===== src/rtl/register_file_pkg.sv =====
// Shared constants and helpers for the architectural register file.
package register_file_pkg;

    // Default RoB index width; must track the RoB's own parameter.
    localparam int ROB_WIDTH_DEFAULT = 3;

    // RV32I architectural register count and the matching address width.
    localparam int NUM_ARCH_REGS = 32;
    localparam int REG_ADDR_W    = 5;

    // Data word width.
    localparam int XLEN = 32;

    typedef logic [REG_ADDR_W-1:0] reg_addr_t;
    typedef logic [XLEN-1:0]       word_t;

    // Hard-wired zero register.
    localparam reg_addr_t REG_ZERO = '0;

    // True when a rename or commit to this register must change state.
    function automatic logic is_writable(input reg_addr_t addr);
        return addr != REG_ZERO;
    endfunction

endpackage : register_file_pkg


===== src/rtl/register_file_rf_read_port.sv =====
// One Dispatcher operand read port: selects the stored busy/tag/value for the
// requested register and overlays the same-cycle commit bypass and flush.
module rf_read_port
    import register_file_pkg::*;
#(
    parameter int RoB_WIDTH = ROB_WIDTH_DEFAULT,
    parameter int REG_COUNT = NUM_ARCH_REGS
) (
    // Requested source register
    input  logic [REG_ADDR_W-1:0]                rs_reg,
    // Current architectural state
    input  logic [REG_COUNT-1:0]                 busy_q,
    input  logic [REG_COUNT-1:0][RoB_WIDTH-1:0]  tag_q,
    input  logic [REG_COUNT-1:0][XLEN-1:0]       value_q,
    // Same-cycle commit and flush, already qualified by rdy_in
    input  logic                                 commit_en,
    input  logic [REG_ADDR_W-1:0]                commit_reg,
    input  logic [RoB_WIDTH-1:0]                 commit_index,
    input  logic [XLEN-1:0]                      commit_data,
    input  logic                                 flush_en,
    // Forwarded operand
    output logic                                 rs_busy,
    output logic [RoB_WIDTH-1:0]                 rs_tag,
    output logic [XLEN-1:0]                      rs_value
);

    logic                 sel_busy;
    logic [RoB_WIDTH-1:0] sel_tag;
    logic [XLEN-1:0]      sel_value;
    logic                 bypass_hit;

    // Stored-state lookup for the requested register.
    always_comb begin
        sel_busy  = busy_q[rs_reg];
        sel_tag   = tag_q[rs_reg];
        sel_value = value_q[rs_reg];
    end

    // The committing entry is the one this register is waiting on, so the
    // operand can be taken straight from the commit bus this cycle.
    always_comb begin
        bypass_hit = commit_en && (commit_reg == rs_reg) && sel_busy &&
                     (sel_tag == commit_index);
    end

    // Output mux: x0 override first, then bypass, then flush clearing busy.
    always_comb begin
        // NOTE: every output gets a default before any branch so no path
        // leaves it unassigned, which would otherwise infer a latch.
        rs_busy  = sel_busy;
        rs_tag   = sel_tag;
        rs_value = sel_value;
        if (!is_writable(rs_reg)) begin
            rs_busy  = 1'b0;
            rs_tag   = '0;
            rs_value = '0;
        end else begin
            if (bypass_hit) begin
                rs_busy  = 1'b0;
                rs_value = commit_data;
            end
            if (flush_en) begin
                rs_busy = 1'b0;
            end
        end
    end

endmodule : rf_read_port


===== src/rtl/register_file.sv =====
// Architectural register file with per-register rename state (busy + RoB tag).
// Holds committed values, serves two combinational Dispatcher read ports and
// applies flush > commit > rename updates on the rising clock edge.
module register_file
    import register_file_pkg::*;
#(
    parameter int RoB_WIDTH = ROB_WIDTH_DEFAULT,
    parameter int REG_COUNT = NUM_ARCH_REGS
) (
    input  logic                  clk_in,
    input  logic                  rst_in,
    input  logic                  rdy_in,
    // Dispatcher source operands
    input  logic [REG_ADDR_W-1:0] rs1_reg,
    output logic                  rs1_busy,
    output logic [RoB_WIDTH-1:0]  rs1_tag,
    output logic [XLEN-1:0]       rs1_value,
    input  logic [REG_ADDR_W-1:0] rs2_reg,
    output logic                  rs2_busy,
    output logic [RoB_WIDTH-1:0]  rs2_tag,
    output logic [XLEN-1:0]       rs2_value,
    // Dispatcher destination rename
    input  logic                  rename_en,
    input  logic [REG_ADDR_W-1:0] rename_reg,
    input  logic [RoB_WIDTH-1:0]  rename_index,
    // RoB commit port
    input  logic                  RF_update_en,
    input  logic [REG_ADDR_W-1:0] RF_update_reg,
    input  logic [RoB_WIDTH-1:0]  RF_update_index,
    input  logic [XLEN-1:0]       RF_update_data,
    // RoB misprediction flush
    input  logic                  flush_signal
);

    // Architectural state
    logic [REG_COUNT-1:0][XLEN-1:0]      value_q, value_d;
    logic [REG_COUNT-1:0]                busy_q,  busy_d;
    logic [REG_COUNT-1:0][RoB_WIDTH-1:0] tag_q,   tag_d;

    // Strobes qualified by the global ready; with rdy_in low nothing is seen.
    logic commit_en;
    logic commit_live;
    logic flush_en;
    logic rename_live;

    // Qualify incoming strobes; x0 targets never change state.
    always_comb begin
        commit_en   = rdy_in && RF_update_en;
        flush_en    = rdy_in && flush_signal;
        commit_live = commit_en && is_writable(RF_update_reg);
        rename_live = rdy_in && rename_en && is_writable(rename_reg) && !flush_signal;
    end

    // Next-state: commit writes the value and may retire the rename, flush
    // then wipes all busy bits, otherwise a rename claims the destination.
    always_comb begin
        value_d = value_q;
        busy_d  = busy_q;
        tag_d   = tag_q;

        if (commit_live) begin
            value_d[RF_update_reg] = RF_update_data;
            // Only the youngest writer clears busy; a stale commit leaves the
            // newer rename in place.
            if (busy_q[RF_update_reg] && (tag_q[RF_update_reg] == RF_update_index)) begin
                busy_d[RF_update_reg] = 1'b0;
            end
        end

        if (flush_en) begin
            busy_d = '0;
        end

        // Applied after the commit so a same-cycle rename of the committing
        // register keeps it busy under the new tag.
        if (rename_live) begin
            busy_d[rename_reg] = 1'b1;
            tag_d[rename_reg]  = rename_index;
        end
    end

    // State registers with asynchronous active-low reset.
    always_ff @(posedge clk_in or negedge rst_in) begin
        if (!rst_in) begin
            // NOTE: the whole array is reset because a freshly reset core
            // must read every architectural register as a non-busy zero.
            value_q <= '0;
            busy_q  <= '0;
            tag_q   <= '0;
        end else begin
            // NOTE: non-blocking assignments so every flop samples its _d
            // value from before this edge, independent of statement order.
            value_q <= value_d;
            busy_q  <= busy_d;
            tag_q   <= tag_d;
        end
    end

    // Read port for source operand 1.
    rf_read_port #(
        .RoB_WIDTH (RoB_WIDTH),
        .REG_COUNT (REG_COUNT)
    ) u_rs1_port (
        .rs_reg       (rs1_reg),
        .busy_q       (busy_q),
        .tag_q        (tag_q),
        .value_q      (value_q),
        .commit_en    (commit_en),
        .commit_reg   (RF_update_reg),
        .commit_index (RF_update_index),
        .commit_data  (RF_update_data),
        .flush_en     (flush_en),
        .rs_busy      (rs1_busy),
        .rs_tag       (rs1_tag),
        .rs_value     (rs1_value)
    );

    // Read port for source operand 2.
    rf_read_port #(
        .RoB_WIDTH (RoB_WIDTH),
        .REG_COUNT (REG_COUNT)
    ) u_rs2_port (
        .rs_reg       (rs2_reg),
        .busy_q       (busy_q),
        .tag_q        (tag_q),
        .value_q      (value_q),
        .commit_en    (commit_en),
        .commit_reg   (RF_update_reg),
        .commit_index (RF_update_index),
        .commit_data  (RF_update_data),
        .flush_en     (flush_en),
        .rs_busy      (rs2_busy),
        .rs_tag       (rs2_tag),
        .rs_value     (rs2_value)
    );

endmodule : register_file


===== config.mk =====
export PLATFORM = sky130hd
export DESIGN_NAME = register_file
export DESIGN_NICKNAME = d
export VERILOG_FILES = /design/src/rtl/register_file_pkg.sv /design/src/rtl/register_file_rf_read_port.sv /design/src/rtl/register_file.sv
export SDC_FILE = /design/constraint.sdc
export NUM_CORES = 2
export LEC_CHECK = 0
export CELL_PAD_IN_SITES_DETAIL_PLACEMENT = 2
export CELL_PAD_IN_SITES_GLOBAL_PLACEMENT = 2
export CORE_ASPECT_RATIO = 0.6
export CORE_UTILIZATION = 31
export DETAILED_ROUTE_END_ITERATION = 10
export PLACE_DENSITY = 0.68
export SLEW_MARGIN = 25
export SYNTH_ARGS = -nofsm -noshare
export SYNTH_HDL_FRONTEND = slang
export SYNTH_SLANG_ARGS = --single-unit

===== constraint.sdc =====
create_clock -name clk_in -period 6.8 [get_ports clk_in]
set_input_delay 1.36 -clock clk_in [delete_from_list [all_inputs] [get_ports clk_in]]
set_output_delay 1.36 -clock clk_in [all_outputs]
set_load 0.05 [all_outputs]

==> metrics.cfg <==
[cts]
clock_sinks=1152
root_buffer=clkbuf_16
clock_path_buffers=3
cts_tree=built
ctsHoldBuffers=0
cts_setup_buffers=0
clk_pin_slew_ns=0.06
worstSkewPairLatency_ns=0.74
cts_resized=0
cts_buffers=111
htreeDepth=3

[critical_path]
crit_top_cell=buf_12
path_cells=buf_8 -> mux4_1 -> o211ai_1 -> and4_1 -> xnor2_1 -> nor4_4 -> buf_12 -> mux2i_1 -> buf_12
critPathMaxStageDelay_ns=0.75
startpoint_type=primary input
worst-endpoint-arrival_ns=4.95
r2r_slack_ns=3.93
critPathBufInv=3
critical_path_required_ns=5.44
crit_slowest_cell=mux2i_1
crit_type=in -> out
cp-end-kind=primary output
critPathMaxFanout=35
critPathTopFamily=multiplexers

[route]
vias_per_cell=5.882
ant_nets=0
vias=40250
wl_per_cell_um=33.21
first_pass_iters=10
drt-total-wl_um=227300
remaining_drc_errors=1
drtIter0Drc=3387

[cells_and_area]
fillCellCount=20010
drive_gt1_share_pct=55.80
final_common_cell=dfrtp_1
layout_common_cells=dfrtp_1, mux2_2, mux4_2, nand2_1, mux2i_1
finish.net_count=4088
syn_to_final_growth_pct=14.23

[flow_run]
cap_violations=0

[synthesis]
synth_seq_cells=1152
synth_cells=4093
seq_area_frac_synth_pct=45.31
syn_avg_cell_area_um2=15.55
synthDistinctLibCells=52
synth_ff_type=dfrtp_1
synth_area_mm2=0.06363
syn_nets=4157
ys_async_sr_fraction_pct=100.0
synth-edff-count=0
yosysWarnings=0

[power_and_ir_drop]
p_per_area_mw_per_mm2=261.3
max-vdd-ir-drop_mv=0.1926
power.leakage_nw=31.34

[timing]
skew_ns=0.03748
setup_violations=0
slew_headroom_pct=24.74
finalHoldViolations=0
max_freq_ghz=0.1584
slew_viol_final=0
tns_ns=0
period_share_pct=92.82
grt_setup_unrepaired=no
min_period_ns=6.312
worst_slew_pin_slew_ns=1.129
hold_slack_ns=0.3959

[global_routing]
grt_pass1_vias=43110
overflow=0
antenna_found_initial=12
grtUsageTotal_pct=21.87
grt_start_max_net_pins=148
grt_pass1_wl_um=330300

[floorplan]
dieArea_mm2=0.2071
initial_core_util_pct=31.28
core_area_mm2=0.2034
io_pins=136
die-width_um=586.9
rows=128
die_h_um=352.9

[placed_design]
hpwl_um=136000
port_buffers=135
gp_congestion=0.8551

[outcome]
violations=design-rule violations
outcome=finished, violations left

[min_path]
min_path_type=reg -> reg

-- stage by stage --
stage / instances / utilization, % / setup slack, ns / power [mW] / instance area [um2]
after floorplan: 4093 / - / 1.152 / 10.82 / 63630
after global placement: 6638 / 33.82 / 0.6259 / 12.17 / 68780
after detailed placement: 6641 / 33.84 / 0.5494 / 12.36 / 68820
after CTS: 6843 / 35.73 / 0.5335 / 19.17 / 72670
after global routing: 6844 / 35.74 / 0.4026 / 19.71 / 72690
final: 6844 / 35.74 / 0.4884 / 19.00 / 72690
-- report_power, final --
part	total (mW)	switching [mW]	internal (mW)
Sequential	8.37	0.685	7.69
Combinational	3.88	1.76	2.12
Clock	6.74	2.93	3.81
Total	19.0	5.37	13.6
-- synth_stat cells (3+ instances only) --
| cell | instances | area [um2] |
|---|---|---|
| nand3_1 | 22 | 110.1 |
| buf_6 | 16 | 180.2 |
| a21oi_1 | 39 | 195.2 |
| xnor2_1 | 7 | 61.31 |
| nor3b_1 | 5 | 37.54 |
| buf_1 | 50 | 187.7 |
| o22ai_1 | 3 | 18.77 |
| dfrtp_1 | 1152 | 28830 |
| nor4_1 | 5 | 31.28 |
| xor2_1 | 11 | 96.34 |
| and3b_1 | 3 | 26.28 |
| mux2i_1 | 129 | 1291 |
| nand2_1 | 181 | 679.4 |
| and3_1 | 3 | 18.77 |
| mux4_1 | 12 | 315.3 |
| buf_2 | 70 | 350.3 |
| a21boi_0 | 3 | 22.52 |
| or3_1 | 3 | 18.77 |
| nor2_1 | 46 | 172.7 |
| clkbuf_1 | 313 | 1175 |
| inv_1 | 8 | 30.03 |
| buf_4 | 7 | 52.55 |
| nand2b_1 | 5 | 31.28 |
| nor3_1 | 20 | 100.1 |
| mux4_2 | 693 | 15610 |
| and2_1 | 9 | 56.30 |
| o211ai_1 | 4 | 30.03 |
| nand3b_1 | 6 | 45.04 |
| nand4_1 | 10 | 62.56 |
| a22oi_1 | 51 | 382.9 |
| nor2b_1 | 15 | 93.84 |
| mux2_2 | 1151 | 12960 |
| a31oi_1 | 8 | 50.05 |
| a41oi_1 | 10 | 87.58 |
-- per-layer routing --
metal	track usage, %	part of all wire, %	up-vias
met4	5.234	2.5	6
met3	4.823	7.1	327
met2	32.80	45	1414
li1	-	-	15790
met1	32.12	46	22720
met5	0	0.017	-
-- layout make-up --
| type | count | area, um2 | area share (%) |
|---|---|---|---|
| Tap cell | 2730 | 3416 | 4.699 |
| Inverter | 8 | 30.03 | 0.04131 |
| Antenna cell | 1 | 2.502 | 0.003443 |
| Clock inverter | 41 | 600.6 | 0.8262 |
| Timing Repair Buffer | 275 | 3470 | 4.773 |
| Multi-Input combinational cell | 2476 | 33090 | 45.53 |
| Sequential cell | 1152 | 28830 | 39.66 |
| Clock buffer | 161 | 3248 | 4.469 |
-- path summary, 6_finish.rpt --
path,endpoint,start,cells after the start
min,value_q[16],value_q[16],0
max,rs1_value[2],rs1_reg[0],9
min reg2reg,value_q[16],value_q[16],0
max in group asynchronous,value_q[533],rst_in,3
min in group asynchronous,tag_q[15],rst_in,1
max reg2reg,busy_q[17],tag_q[21],7
-- cells by family after synthesis --
group / synth area share, %
buf+inv: 3.136
flops: 45.31
xor+xnor: 0.2478
compound gates: 1.420
mux: 47.42
simple gates: 2.468
-- worst reg2reg max path, cell delays in order (launching register included) --
cell and delay, ns:
dfrtp_1 0.42, mux4_2 0.53, a22oi_1 0.42, o2111ai_1 0.22, xor2_1 0.19, nor4_2 0.34, buf_4 0.39, a41oi_1 0.20
-- flip-flops by register name, indices dropped and copies added, names as in the netlist --
signal	flops
busy_q	32
tag_q	96
value_q	1024
No activity file was read; power rests on OpenSTA's default activity.
